<file path="config.mk">
export PLATFORM = sky130hd
export DESIGN_NAME = estagio_wb_banco
export DESIGN_NICKNAME = d
export VERILOG_FILES = /design/src/rtl/estagio_wb_banco.sv
export SDC_FILE = /design/constraint.sdc
export NUM_CORES = 1
export LEC_CHECK = 0
export ABC_AREA = 1
export CORE_MARGIN = 3
export CORE_UTILIZATION = 30
export DETAILED_ROUTE_END_ITERATION = 12
export GPL_ROUTABILITY_DRIVEN = 0
export PLACE_DENSITY = 0.57
export SYNTH_ARGS = -nofsm -noshare
export SYNTH_HDL_FRONTEND = slang
export SYNTH_SLANG_ARGS = --single-unit
</file>
<file path="constraint.sdc">
create_clock -name clock -period 2.3 [get_ports clock]
set_input_delay 0.46 -clock clock [delete_from_list [all_inputs] [get_ports clock]]
set_output_delay 0.46 -clock clock [all_outputs]
set_load 0.05 [all_outputs]
</file>
<file path="src/rtl/estagio_wb_banco.sv">
// estagio_wb_banco
// Write-back end of the 16-bit pipeline: selects the ALU or data-memory
// result offered by execute/memory, holds it in a one-entry WB stage
// register, commits it into the general-purpose register bank and counts
// committed entries. Two combinational read ports (A, B) serve decode,
// with bypass from the pending WB entry. R0 always reads as zero.
//
// Ports:
//   clock, reset_n          system clock, asynchronous active-low reset
//   valido_in / pronto_out  offer/accept handshake (pronto_out = !congelar)
//   congelar                freeze: hold WB stage, no capture, no commit
//   MUX_WB_sel              0 = Saida_ULA, 1 = Saida_MemoriaDados
//   BR_Hab_Escrita          offered result writes the bank
//   rd_endereco             destination register of the offer
//   ra_endereco/A           read port A
//   rb_endereco/B           read port B
//   wb_pendente             WB stage holds a valid, write-enabled, non-R0 entry
//   instrucoes_retiradas    committed-entry counter (wraps)
module estagio_wb_banco #(
  parameter int unsigned DATA_W = 16,
  parameter int unsigned N_REGS = 16,
  parameter int unsigned ADDR_W = 4
) (
  input  logic              clock,
  input  logic              reset_n,
  input  logic              valido_in,
  output logic              pronto_out,
  input  logic              congelar,
  input  logic              MUX_WB_sel,
  input  logic              BR_Hab_Escrita,
  input  logic [ADDR_W-1:0] rd_endereco,
  input  logic [DATA_W-1:0] Saida_ULA,
  input  logic [DATA_W-1:0] Saida_MemoriaDados,
  input  logic [ADDR_W-1:0] ra_endereco,
  input  logic [ADDR_W-1:0] rb_endereco,
  output logic [DATA_W-1:0] A,
  output logic [DATA_W-1:0] B,
  output logic              wb_pendente,
  output logic [15:0]       instrucoes_retiradas
);

  logic              wb_valido;
  logic              wb_hab;
  logic [ADDR_W-1:0] wb_rd;
  logic [DATA_W-1:0] wb_dado;
  logic [DATA_W-1:0] banco [N_REGS];
  logic [15:0]       contador;

  assign pronto_out           = !congelar;
  assign instrucoes_retiradas = contador;
  assign wb_pendente          = wb_valido && wb_hab && (wb_rd != '0);

  // Commit of the held entry and capture of a new offer share the same
  // edge, giving one entry per cycle; the freeze gates both together.
  always_ff @(posedge clock or negedge reset_n) begin
    if (!reset_n) begin
      banco     <= '{default: '0};
      wb_valido <= 1'b0;
      wb_hab    <= 1'b0;
      wb_rd     <= '0;
      wb_dado   <= '0;
      contador  <= '0;
    end else if (!congelar) begin
      if (wb_valido) begin
        if (wb_hab && (wb_rd != '0)) begin
          banco[wb_rd] <= wb_dado;
        end
        contador <= contador + 16'd1;
      end
      wb_valido <= valido_in;
      if (valido_in) begin
        wb_hab  <= BR_Hab_Escrita;
        wb_rd   <= rd_endereco;
        wb_dado <= MUX_WB_sel ? Saida_MemoriaDados : Saida_ULA;
      end
    end
  end

  // Read ports: R0 is hard zero, then bypass from the pending entry,
  // then the bank contents.
  always_comb begin
    A = '0;
    if (ra_endereco != '0) begin
      if (wb_valido && wb_hab && (wb_rd == ra_endereco)) begin
        A = wb_dado;
      end else begin
        A = banco[ra_endereco];
      end
    end
  end

  always_comb begin
    B = '0;
    if (rb_endereco != '0) begin
      if (wb_valido && wb_hab && (wb_rd == rb_endereco)) begin
        B = wb_dado;
      end else begin
        B = banco[rb_endereco];
      end
    end
  end

endmodule

</file>
==> reports/results.txt <==
Clk slew on worst S/H paths: 0.06 ns
Port buffer count: 99
Combinational share of power: 0.248
Min Tclk post-route: 2.730 ns
Fill cells: 5987
Period Utilization, post-route: 1.187
Worst R2R End: banco[114]$_DFFE_PN0P_
Via count: 18360
CTS buffer count: 37
CTS Buffer Depth: 3
Diode count: 0
Drt total wl: 69980 um
Area of the multi-input gates: 9160 um2
Count of final hold-check violations: 0
# DRC: 0
Most frequent CP cell: nor2_4
Syn nets: 2852
Worst slew pin tran: 0.5904 ns
Synth Area in XOR/XNOR: 0.005505
Syn avg cell area: 6.248 um2
Fmax: 366.3 MHz
Placed Instance Area: 20950 um2
Core Area: 57040 um2
Worst slew margin: 0.6064
Seq/Total Area, Yosys: 0.4204
Crit-path slowest cell: dfrtp_2
DIE HEIGHT: 247.5 um
Kind of cell adding the most delay to the critical path: simple AND/OR/NAND/NOR gates
Mapped Area: 17500 um2
Maxcap violations: 0
Largest net degree at the start of global routing: 68
Clk root buf: clkbuf_16
Post-Synth Simple-Gate Area: 0.4512
Cell-internal power: 11.23 mW
Leak pwr: 12.54 nW
Layout cells sized above 1: 0.1581
Crit path max fanout: 8
I/O Pins: 100
Clock Skew: 0.02640 ns
Reg2reg path depth: 12
Sequential cell area: 7360 um2
Adder-Cell Fraction of Synth Area: 0.0007149
First-pass GRT wire length: 106600 um
Area fraction in compound gates after synthesis: 0.02688
HPWL Detailed: 48390 um
Critical path destination: B[1]
Die W: 247.5 um
VDD IR max: 0.0005287 V
Clock sinks: 294
Mux cell area share after synthesis: 0
GRT overflow: 0
Worst skew pair latency: 0.58 ns
RSZ-0062 raised after global routing: yes
Failing checks: negative setup slack
Register share of total power: 0.376
Number of global-route vias before repair: 17770
Worst hold-check path type: in -> async
Clock Power Share: 0.376
Required time of the critical path: 1.84 ns
Net Switching: 5.917 mW
Worst reg2reg setup slack: 0.26 ns
Cell depth of the worst setup path: 10
Iter 0 DRT Violations: 1616
Crit path launch: wb_rd[1]$_DFFE_PN0P_
Critical path launch point type: flip-flop
Setup Viol. Count Final: 32
Drt pass-1 iters: 8
Worst r2r src: wb_rd[1]$_DFFE_PN0P_
Power Density: 737.2 nW/um2
Status: finished with violations
Synth warnings: 0
Area grow syn2layout: 32.90%
Worst path bufs/invs: 3
Final net count: 3014
DIE AREA: 61270 um2
Max incr delay on CP: 0.44 ns
Max Slew Vio Count: 0
Worst setup path class: reg -> out
Endpoint class of the critical path: output pin
Synth cell types: 20
Worst setup margin: -0.4297 ns
DR vias/cell: 4.899
Largest family of logic cells by synthesized area: simple AND/OR/NAND/NOR gates
Switching share of power: 0.3450
Initial antenna violation count: 0
TritonCTS clock tree: done
Syn Inst Count: 2801
ANT nets after route: 0
Starting Density: 0.3068
GRT Total Usage: 0.2268
Post-route cell area: 23260 um2
Seq cells post-synth: 294
Critical path arrival: 2.27 ns
Drt wl/cell: 18.68 um
Worst path cell trace: buf_6 > nand2_4 > nand2_4 > nor2_4 > nand3_4 > buf_12 > nand3_4 > nor2_4 > nor2_4 > buf_8
Rows: 87
Total power: 17.15 mW
H-Tree Depth: 2
## placed cells by master (no fill, tap or decap), types with 43 or more instances in the layout
master / n
nor2_1: 107
nand2_1: 1391
nor2_2: 43
buf_12: 58
clkdlybuf4s50_1: 46
dfrtp_1: 292
o21ai_0: 44
inv_1: 236
buf_4: 150
nand3_1: 342
## metrics by stage
stage / cells / setup slack, ns / utilization / setup TNS (ns) / hold slack, ns
3_5_place_dp: 3654 / -0.4166 / 0.3673 / -9.903 / 0.3576
6_report: 3747 / -0.4297 / 0.4078 / -10.69 / 0.3430
4_1_cts: 3730 / -0.3912 / 0.3993 / -10.74 / 0.3239
5_1_grt: 3747 / -0.4649 / 0.4078 / -13.20 / 0.3767
3_3_place_gp: 3654 / -0.4137 / 0.3673 / -10.11 / 0.3586
2_1_floorplan: 2801 / -0.1113 / - / -0.1113 / 0.1644
## sequential cells by signal, summed over array words and instances (netlist names)
register,count
wb_valido,1
wb_rd,4
instrucoes_retiradas,16
wb_hab,1
wb_dado,16
banco,256
## kinds of logic after synthesis
| family | Yosys count |
|---|---|
| and+or+nand+nor | 1965 |
| buffers and inverters | 440 |
| DFF | 294 |
| AOI/OAI and AO/OA | 90 |
| xor gates and xnor gates | 11 |
| adders and majority gates | 1 |
## layer usage
metal	part of all wire	track usage	wire length [um]
met1	0.43	0.3063	29760
met2	0.46	0.3661	31990
met3	0.076	0.03047	5289
met4	0.042	0.09337	2935
met5	0	0	0
## worst min-delay path by stage
stage / startpoint / slack, ns / end / cells after the start
after floorplan: reset_n / 0.16 / banco[0]$_DFFE_PN0P_ / 0
after global placement: reset_n / 0.36 / instrucoes_retiradas[11]$_DFFE_PN0P_ / 1
after detailed placement: reset_n / 0.36 / instrucoes_retiradas[11]$_DFFE_PN0P_ / 1
after CTS: reset_n / 0.32 / wb_dado[8]$_DFFE_PN0P_ / 2
after global routing: reset_n / 0.38 / wb_dado[8]$_DFFE_PN0P_ / 2
final: reset_n / 0.34 / wb_dado[8]$_DFFE_PN0P_ / 2
## power by group through the flow
stage,clock [mW],combinational (mW),sequential (mW)
floorplan,0,2.34,6.44
global placement,0,3.96,6.50
detailed placement,0,3.98,6.50
CTS,6.57,4.10,6.43
global route,6.77,4.70,6.52
finish,6.44,4.26,6.44
## timing repair
action | in CTS | in global routing
buffers inserted | 6 | 16
pin swaps | 9 | 25
resized for setup | 135 | 86
gates cloned | 2 | 2
hold buffers | 1 | 0
endpoints found under the setup margin | 43 | 33
endpoints found under the hold margin | 28 | 0
## cell usage after synthesis (all sizes together)
cell type	number	area, um2
xor2	7	61.31
buf	42	175.2
o22ai	16	100.1
o21ai	73	365.4
dfrtp	294	7357
nor3	5	36.29
a21oi	1	5.000
nand2	1409	5299
ha	1	12.51
nand3	362	1812
nor2	187	737.0
inv	247	927.1
clkbuf	151	566.8
nand4	2	12.51
xnor2	4	35.03
## cell type report
class | count | area share
clock buffers | 46 | 0.04384
clock inverters | 21 | 0.01388
inverters | 247 | 0.04018
multi-input cells | 2067 | 0.3938
flip-flops and latches | 294 | 0.3164
well taps | 756 | 0.04067
repair buffers | 316 | 0.1512
Note: power is estimated with default switching activity, not from simulation.
